File: src/rtl/riscv_test_pkg.sv
// Shared types and constants for the riscv program-load/run controller.
package riscv_test_pkg;

    typedef enum logic [2:0] {
        ST_IDLE    = 3'd0,
        ST_LOAD    = 3'd1,
        ST_RELEASE = 3'd2,
        ST_RUN     = 3'd3,
        ST_FINISH  = 3'd4
    } state_e;

    localparam logic [31:0] MAILBOX_ADDR_DEFAULT = 32'h0000_0FFC;
    localparam logic [31:0] PASS_CODE            = 32'd1;

endpackage

File: src/rtl/riscv_cycle_counter.sv
// Saturating, clearable up-counter with enable and equality compare against a threshold.
module riscv_cycle_counter #(
    parameter int W = 32
) (
    input  logic         clk,
    input  logic         rst,
    input  logic         clr,
    input  logic         en,
    input  logic [W-1:0] thresh,
    output logic [W-1:0] count,
    output logic         hit
);

    always_ff @(posedge clk) begin
        if (!rst)                       count <= '0;
        else if (clr)                   count <= '0;
        else if (en && (count != '1))   count <= count + 1'b1;
    end

    assign hit = (count == thresh);

endmodule

File: src/rtl/riscv_test_ctrl.sv
// Program-load and run controller for the riscv core: load imem, release reset, watch the mailbox.
// Optional store tracing (port + counter + display) under RISCV_TEST_CTRL_TRACE_EN.
module riscv_test_ctrl
    import riscv_test_pkg::*;
#(
    parameter int                PROG_WORDS     = 8,
    parameter int                ADDR_W         = 32,
    parameter logic [ADDR_W-1:0] MAILBOX_ADDR   = ADDR_W'(MAILBOX_ADDR_DEFAULT),
    parameter int                TIMEOUT_CYCLES = 1000,
    parameter int                CNT_W          = 32
) (
    input  logic                          clk,
    input  logic                          rst,
    input  logic                          start,
    input  logic                          ld_valid,
    output logic                          ld_ready,
    input  logic [31:0]                   ld_data,
    input  logic                          ld_last,
    output logic                          imem_we,
    output logic [$clog2(PROG_WORDS)-1:0] imem_addr,
    output logic [31:0]                   imem_wdata,
    output logic                          core_rst,
    input  logic                          dm_we,
    input  logic [ADDR_W-1:0]             dm_addr,
    input  logic [31:0]                   dm_wdata,
    output logic                          busy,
    output logic                          done,
    output logic                          pass,
    output logic [31:0]                   result,
    output logic                          timeout,
`ifdef RISCV_TEST_CTRL_TRACE_EN
    output logic [CNT_W-1:0]              stores,
`endif
    output logic [CNT_W-1:0]              cycles
);

    localparam int                IDX_W     = $clog2(PROG_WORDS);
    localparam logic [IDX_W-1:0]  LAST_IDX  = IDX_W'(PROG_WORDS - 1);
    localparam logic [CNT_W-1:0]  TO_THRESH = CNT_W'(TIMEOUT_CYCLES - 1);

    state_e           state;
    logic [IDX_W-1:0] idx;
    logic             launch;
    logic             in_run;
    logic             mbox_hit;
    logic             to_hit;

    assign launch   = start && ((state == ST_IDLE) || (state == ST_FINISH));
    assign in_run   = (state == ST_RUN);
    assign mbox_hit = in_run && dm_we && (dm_addr == MAILBOX_ADDR);

    assign ld_ready = (state == ST_LOAD);
    assign core_rst = !in_run;
    assign busy     = (state == ST_LOAD) || (state == ST_RELEASE) || in_run;

    riscv_cycle_counter #(.W(CNT_W)) u_cycles (
        .clk    (clk),
        .rst    (rst),
        .clr    (launch),
        .en     (in_run),
        .thresh (TO_THRESH),
        .count  (cycles),
        .hit    (to_hit)
    );

    always_ff @(posedge clk) begin
        if (!rst) begin
            state      <= ST_IDLE;
            idx        <= '0;
            imem_we    <= 1'b0;
            imem_addr  <= '0;
            imem_wdata <= '0;
            done       <= 1'b0;
            pass       <= 1'b0;
            result     <= '0;
            timeout    <= 1'b0;
        end else begin
            imem_we <= 1'b0;
            case (state)
                ST_IDLE, ST_FINISH: begin
                    if (start) begin
                        state   <= ST_LOAD;
                        idx     <= '0;
                        done    <= 1'b0;
                        pass    <= 1'b0;
                        result  <= '0;
                        timeout <= 1'b0;
                    end
                end
                ST_LOAD: begin
                    if (ld_valid) begin
                        imem_we    <= 1'b1;
                        imem_addr  <= idx;
                        imem_wdata <= ld_data;
                        // A full memory ends the load; the index never wraps.
                        if (ld_last || (idx == LAST_IDX)) state <= ST_RELEASE;
                        else                              idx   <= idx + 1'b1;
                    end
                end
                ST_RELEASE: state <= ST_RUN;
                ST_RUN: begin
                    // Mailbox takes priority over a coincident timeout.
                    if (mbox_hit) begin
                        done   <= 1'b1;
                        result <= dm_wdata;
                        pass   <= (dm_wdata == PASS_CODE);
                        state  <= ST_FINISH;
                    end else if (to_hit) begin
                        timeout <= 1'b1;
                        state   <= ST_FINISH;
                    end
                end
                default: state <= ST_IDLE;
            endcase
        end
    end

`ifdef RISCV_TEST_CTRL_TRACE_EN
    logic store_hit;

    riscv_cycle_counter #(.W(CNT_W)) u_stores (
        .clk    (clk),
        .rst    (rst),
        .clr    (launch),
        .en     (in_run && dm_we),
        .thresh ('1),
        .count  (stores),
        .hit    (store_hit)
    );

`ifndef SYNTHESIS
    always @(posedge clk) begin
        if (rst && in_run && dm_we)
            $display("[%0t] riscv store addr=%h data=%h", $time, dm_addr, dm_wdata);
    end
`endif
`endif

endmodule

File: config.mk
export PLATFORM = sky130hd
export DESIGN_NAME = riscv_test_ctrl
export DESIGN_NICKNAME = d
export VERILOG_FILES = /design/src/rtl/riscv_test_pkg.sv /design/src/rtl/riscv_cycle_counter.sv /design/src/rtl/riscv_test_ctrl.sv
export SDC_FILE = /design/constraint.sdc
export NUM_CORES = 1
export LEC_CHECK = 0
export ABC_CLOCK_PERIOD_IN_PS = 2150
export BUFFER_PORTS_ARGS = -buffer_cell sky130_fd_sc_hd__buf_2
export CAP_MARGIN = 20
export CORE_ASPECT_RATIO = 1.5
export CORE_MARGIN = 5
export CORE_UTILIZATION = 35
export CTS_CLUSTER_DIAMETER = 60
export DETAILED_ROUTE_END_ITERATION = 12
export PLACE_DENSITY = 0.62
export SLEW_MARGIN = 20
export SYNTH_ARGS = -nofsm -noshare
export SYNTH_HDL_FRONTEND = slang
export SYNTH_SLANG_ARGS = --single-unit
File: constraint.sdc
create_clock -name clk -period 2.15 [get_ports clk]
set_clock_uncertainty 0.1 [all_clocks]
set_input_delay 0.1075 -clock clk [delete_from_list [all_inputs] [get_ports clk]]
set_output_delay 0.1075 -clock clk [all_outputs]
set_load 0.05 [all_outputs]
# Yosys cells after proc, flatten, opt, wreduce, memory -nomap -nowiden
# Cells that the tools add are included.
dict set report word_totals {
  word_cells 72
  regBits 109
}
dict set report classes {
  bitwise_logic 1
  eq_ne 17
  reduce_logical 20
  muxes 22
  addsub 2
}
# operator n
set ops {}
lappend ops {{$mux 32} 2}
lappend ops {{$pmux 32 s2} 1}
lappend ops {{$add 32x1->32 const B} 1}
lappend ops {{$eq 32x1->1 const B} 1}
lappend ops {{$eq 32x10->1 const B} 1}
lappend ops {{$eq 32x12->1 const B} 1}
lappend ops {{$ne 32x32->1 const B} 1}
lappend ops {{$mux 3} 8}
lappend ops {{$pmux 3 s4} 1}
lappend ops {{$reduce_and 4->1} 3}
lappend ops {{$ne 2x2->1 const B} 4}
lappend ops {{$eq 3x2->1 const B} 2}
lappend ops {{$eq 3x3->1 const B} 2}
lappend ops {{$mux 1} 6}
lappend ops {{$ne 2x1->1 const B} 3}
lappend ops {{$pmux 1 s2} 3}
lappend ops {{$pmux 3 s2} 1}
lappend ops {{$logic_and 1x1->1} 4}
lappend ops {{$logic_or 1x1->1} 4}
lappend ops {{$reduce_and 2->1} 2}
lappend ops {{$reduce_bool 2->1} 2}
lappend ops {{$reduce_or 2->1} 2}
lappend ops {{$add 3x1->3 const B} 1}
lappend ops {{$eq 3x1->1 const B} 1}
lappend ops {{other kinds (5)} 5}

# Longest topological paths before layout
dict set report depth {
  ltp_word 5
  ltp_mapped 9
}

# Cells and area by module
# A second synthesis with hierarchy kept.
dict set report unflattened {
  cells_unflattened 621
  hier_area_um2 5172.5
}
# module n_inst seq_area_each_um2 area_each_um2 cells_per_inst
set by_module_without_submodules {}
lappend by_module_without_submodules {riscv_test_ctrl 1 1541.5 3215.6 379}
lappend by_module_without_submodules {riscv_cycle_counter 1 640.6 1956.9 242}

# Worst setup path before layout
# OpenSTA, ideal clock, no wires.
dict set report synth_timing {
  kind {reg-to-reg}
  start {reg u_cycles.count[28]}
  end {reg u_cycles.count[17]}
  path_stages_with_launch 8
  path_slack_ps -466
  t_arrival_ps 2401
  path_buffers 2
  path_cell_list {dfxtp_1 nand4_1 or4_1 o31ai_4 buf_6 buf_6 nor3_1 o21a_1}
}
dict set report synth_via {
  elab_chain_len 2
}
# item line_no
set synth_rtl {}
lappend synth_rtl {{from (decl)} riscv_cycle_counter.sv:10} ;# output logic [W-1:0] count,
lappend synth_rtl {{from (signal assigned)} riscv_cycle_counter.sv:17} ;# else if (en && (count != '1)) count <= count + 1'b1;
lappend synth_rtl {{$ne 32x32->1} riscv_cycle_counter.sv:17}
lappend synth_rtl {{$logic_and 1x1->1} riscv_cycle_counter.sv:17}
# Every way passes these cells.
# A chain may end at the register's enable or synchronous reset.

# Final worst setup path
dict set report layout_timing {
  start {reg u_cycles.count[0]}
  end {reg u_cycles.count[30]}
}
dict set report layout_via {
  elab_chain_len 2
}
# item
set layout_rtl {}
lappend layout_rtl {{parallel branches: the longest is 2 deep, another holds $add 32x1->32}}
# Several ways; the timed one is not identified.

==> impl_results.rst <==
.. list-table::
   :header-rows: 1

   * - Metric
     - Value
   * - Clock-pin slew of the registers on the worst-case setup and hold paths
     - 0.08 ns
   * - Most frequent standard cell in the layout excluding fill and tap cells
     - buf_2
   * - Netlist area before placement
     - 0.00491 mm²
   * - Sequential share of power
     - 0.468
   * - NetSw
     - 1.25 mW
   * - Worst Path Max Fanout
     - 6
   * - Leakage power
     - 3.07 nW
   * - Area added between synthesis and finish
     - 51.9%
   * - Critical path endpoint
     - u_cycles.count[30]
   * - Residual overflow from global routing
     - 0
   * - Hold crit path type
     - in -> reg
   * - Max-slew headroom
     - 0.595
   * - Arrival time worst endpoint
     - 2.25 ns
   * - Routed Wire Length
     - 16.8 mm
   * - Clock sink count
     - 109
   * - Sw frac
     - 0.287
   * - Flop2flop setup slack
     - 0.07 ns
   * - Top-level port count
     - 208
   * - Overall power of the completed layout
     - 4.37 mW
   * - Count of mapped cells out of synthesis
     - 585
   * - Number of antenna violations at the first check in global routing
     - 2
   * - Worst Slack Setup Final
     - 0.0691 ns
   * - Logic pwr share
     - 0.155
   * - CP cell instances
     - ha_1 -> and2_4 -> nand3_4 -> or4_4 -> or4_1 -> a21oi_1
   * - Count of input and output buffers
     - 207
   * - Placed wire-length estimate
     - 12.1 mm
   * - Vias post-DR
     - 5512
   * - Power Internal
     - 3.12 mW
   * - Site Rows
     - 53
   * - Clock network fraction of total power
     - 0.377
   * - Min Tclk post-route
     - 2.08 ns
   * - Portion of the post-synthesis area used by sequential elements
     - 0.445
   * - ANT nets after route
     - 0
   * - WP data required
     - 2.32 ns
   * - 1st-iter DRT viols
     - 233
   * - Startpoint class of the critical path
     - register
   * - Pins over their slew limit
     - 0
   * - Residual DRC count
     - 0
   * - Fraction of synthesis flops using an asynchronous set or reset pin
     - 0
   * - Filler-free cell count of the finished design
     - 1044
   * - DIE WIDTH
     - 107 µm
   * - Number of search-and-repair iterations in the first detailed-routing pass
     - 4
   * - Placed cell area
     - 0.00642 mm²
   * - Global-route wire length before repair
     - 27.4 mm
   * - Yosys warning total
     - 0
   * - Layout Utilization
     - 0.535
   * - Critical path origin
     - u_cycles.count[0]
   * - Vertical die dimension
     - 155 µm
   * - Number of buffers created by CTS
     - 9
   * - R2r startpoint
     - u_cycles.count[0]
   * - Syn Area/Cell
     - 8.39 µm²
   * - Endpoints failing setup
     - 0
   * - Overall track demand over capacity in global routing
     - 0.202
   * - Number of cells traversed by the worst register-to-register path
     - 6
   * - Share of layout cells above drive strength 1
     - 0.366
   * - Synthesized flop and latch total
     - 109
   * - Final Cycle Share
     - 0.968
   * - Worst-case clock buffer depth
     - 2
   * - Core outline area
     - 0.0139 mm²
   * - Slew @ Worst Pin
     - 0.608 ns
   * - Final net count
     - 977
   * - Library cells used by synthesis
     - 57
   * - Delay of the slowest cell on the worst path
     - 0.52 ns
   * - CTS tree
     - built
   * - Effective utilization at floorplan
     - 0.352
   * - Post-Place Worst Slack
     - 0.0213 ns
   * - H-tree depth reported by CTS
     - 3
   * - Result of the run
     - finished, final reports clean
   * - Instance count after placement with tap cells included
     - 958
   * - Root Buffer Master
     - clkbuf_16
   * - R2R Path End
     - u_cycles.count[30]
   * - Crit. End Element
     - register
   * - Synth top area share
     - 0.445
   * - Setup repair after global routing missed its margin
     - no
   * - Commonest cells after routing, fill and taps aside
     - 207 x buf_2, 123 x nand2_1, 77 x dfxtp_1
   * - Syn_nets
     - 690
   * - Worst-Skew Late Latency
     - 0.34 ns
   * - Vias in the first global route
     - 5667
   * - Routed length per instance
     - 16.1 µm
   * - Start-to-end type of the worst setup path
     - reg -> reg
   * - Cell type with the largest total area after synthesis
     - dfxtp_1
   * - Final Hold Violating Endpoints
     - 0
   * - Largest net degree at the start of global routing
     - 73
   * - Cell types occupying the most area after synthesis
     - dfxtp_1 44%, a21boi_0 11%, nand2_1 9.4%
   * - Global placer's final weighted congestion
     - 0.902
   * - Max-capacitance violation count
     - 0
   * - Maximum operating frequency
     - 0.481 GHz
   * - Worst VDD drop
     - 0.000400 V
   * - Power per Cell Area
     - 586 mW/mm²
   * - Number of synthesized flops with an enable pin
     - 0
   * - Synth Flop Type
     - dfxtp_1
   * - Library cell contributing the largest single delay on the critical path
     - or4_4
   * - Vias per inst
     - 5.28
   * - Summed area of non-filler cells in the final layout
     - 0.00745 mm²
   * - Die ar.
     - 0.0165 mm²
-- repair_timing --
| item | 4_1_cts | 5_1_grt |
|---|---|---|
| setup buffers | 0 | 2 |
| hold buffers | 66 | 0 |
| pin swaps | 2 | 5 |
| endpoints found under the setup margin | 1 | 20 |
| hold endpoints to repair | 68 | 0 |
| resized for setup | 1 | 15 |
-- cells in the mapped netlist (6+ instances only) --
master    instances
nand2_1         123
dfxtp_1         109
a21boi_0         69
nand3_1          50
clkbuf_1         27
a21oi_1          24
nor2_1           17
nor4_1           17
nand4_1          16
or4_1            14
o21ai_0          13
o31ai_1          11
or3_1            10
nor3_1            8
xnor2_1           6
-- routing by layer --
| metal | vias to the layer above | part of all wire | global-route usage |
|---|---|---|---|
| li1 | 2676 | - | - |
| met3 | 47 | 0.071 | 0.0540 |
| met4 | 0 | 0.038 | 0.0987 |
| met1 | 2571 | 0.37 | 0.212 |
| met2 | 218 | 0.52 | 0.367 |
| met5 | - | 0 | 0 |
-- critical path, delay by kind of cell (launching register included) --
kind	cells	cell delay [ns]
AO/OA/AOI/OAI	1	0.15
adder cells (fa/ha/maj)	1	0.17
flip-flops	1	0.38
AND/OR/NAND/NOR	4	1.21
-- area by class of cell --
class                      count  area, µm²
antenna                        2       5.00
multi-input combinational    433       2590
tap                          165        206
inverter                       5       22.5
sequential                   109       2290
clock buffer                   9        225
clock inverter                 7       65.1
fill                        1314       6470
timing repair buffer         314       2050
-- worst min-delay path by stage --
stage / end / depth (start not counted) / start / slack, ns
after floorplan: imem_wdata[0] / 2 / ld_data[0] / 0.15
after global placement: imem_wdata[14] / 3 / ld_data[14] / 0.26
after detailed placement: imem_wdata[30] / 3 / ld_data[30] / 0.27
after CTS: state[2] / 4 / start / 0.009
after global routing: state[2] / 4 / start / 0.05
final: state[2] / 4 / start / 0.02
-- sequential cells by signal, summed over array words and instances, names as in the netlist --
signal          count
imem_wdata         32
result             32
u_cycles.count     32
idx                 3
imem_addr           3
state               3
done                1
imem_we             1
pass                1
timeout             1
-- cells by family after synthesis --
logic type                 Yosys count  share of synthesized area
adders and majority gates            3                    0.00765
buffers and inverters               43                     0.0413
DFF                                109                      0.445
muxes                                3                    0.00612
and+or+nand+nor                    290                      0.304
xor gates and xnor gates             7                     0.0125
AOI/OAI and AO/OA                  130                      0.184
-- stage by stage --
stage / hold slack [ns] / TNS [ns]
3_3_place_gp: 0.258 / 0
6_report: 0.0202 / 0
5_1_grt: 0.0467 / 0
4_1_cts: 0.00864 / 0
3_5_place_dp: 0.268 / 0
2_1_floorplan: 0.152 / -0.182
-- power by group through the flow --
| stage | clock network (mW) | logic [mW] | registers, mW |
|---|---|---|---|
| CTS | 1.69 | 0.669 | 2.05 |
| global placement | 0 | 0.564 | 2.10 |
| floorplan | 0 | 0.242 | 2.22 |
| detailed placement | 0 | 0.575 | 2.10 |
| finish | 1.65 | 0.680 | 2.05 |
| global route | 1.77 | 0.729 | 2.05 |
Note: power is estimated with default switching activity, not from simulation.
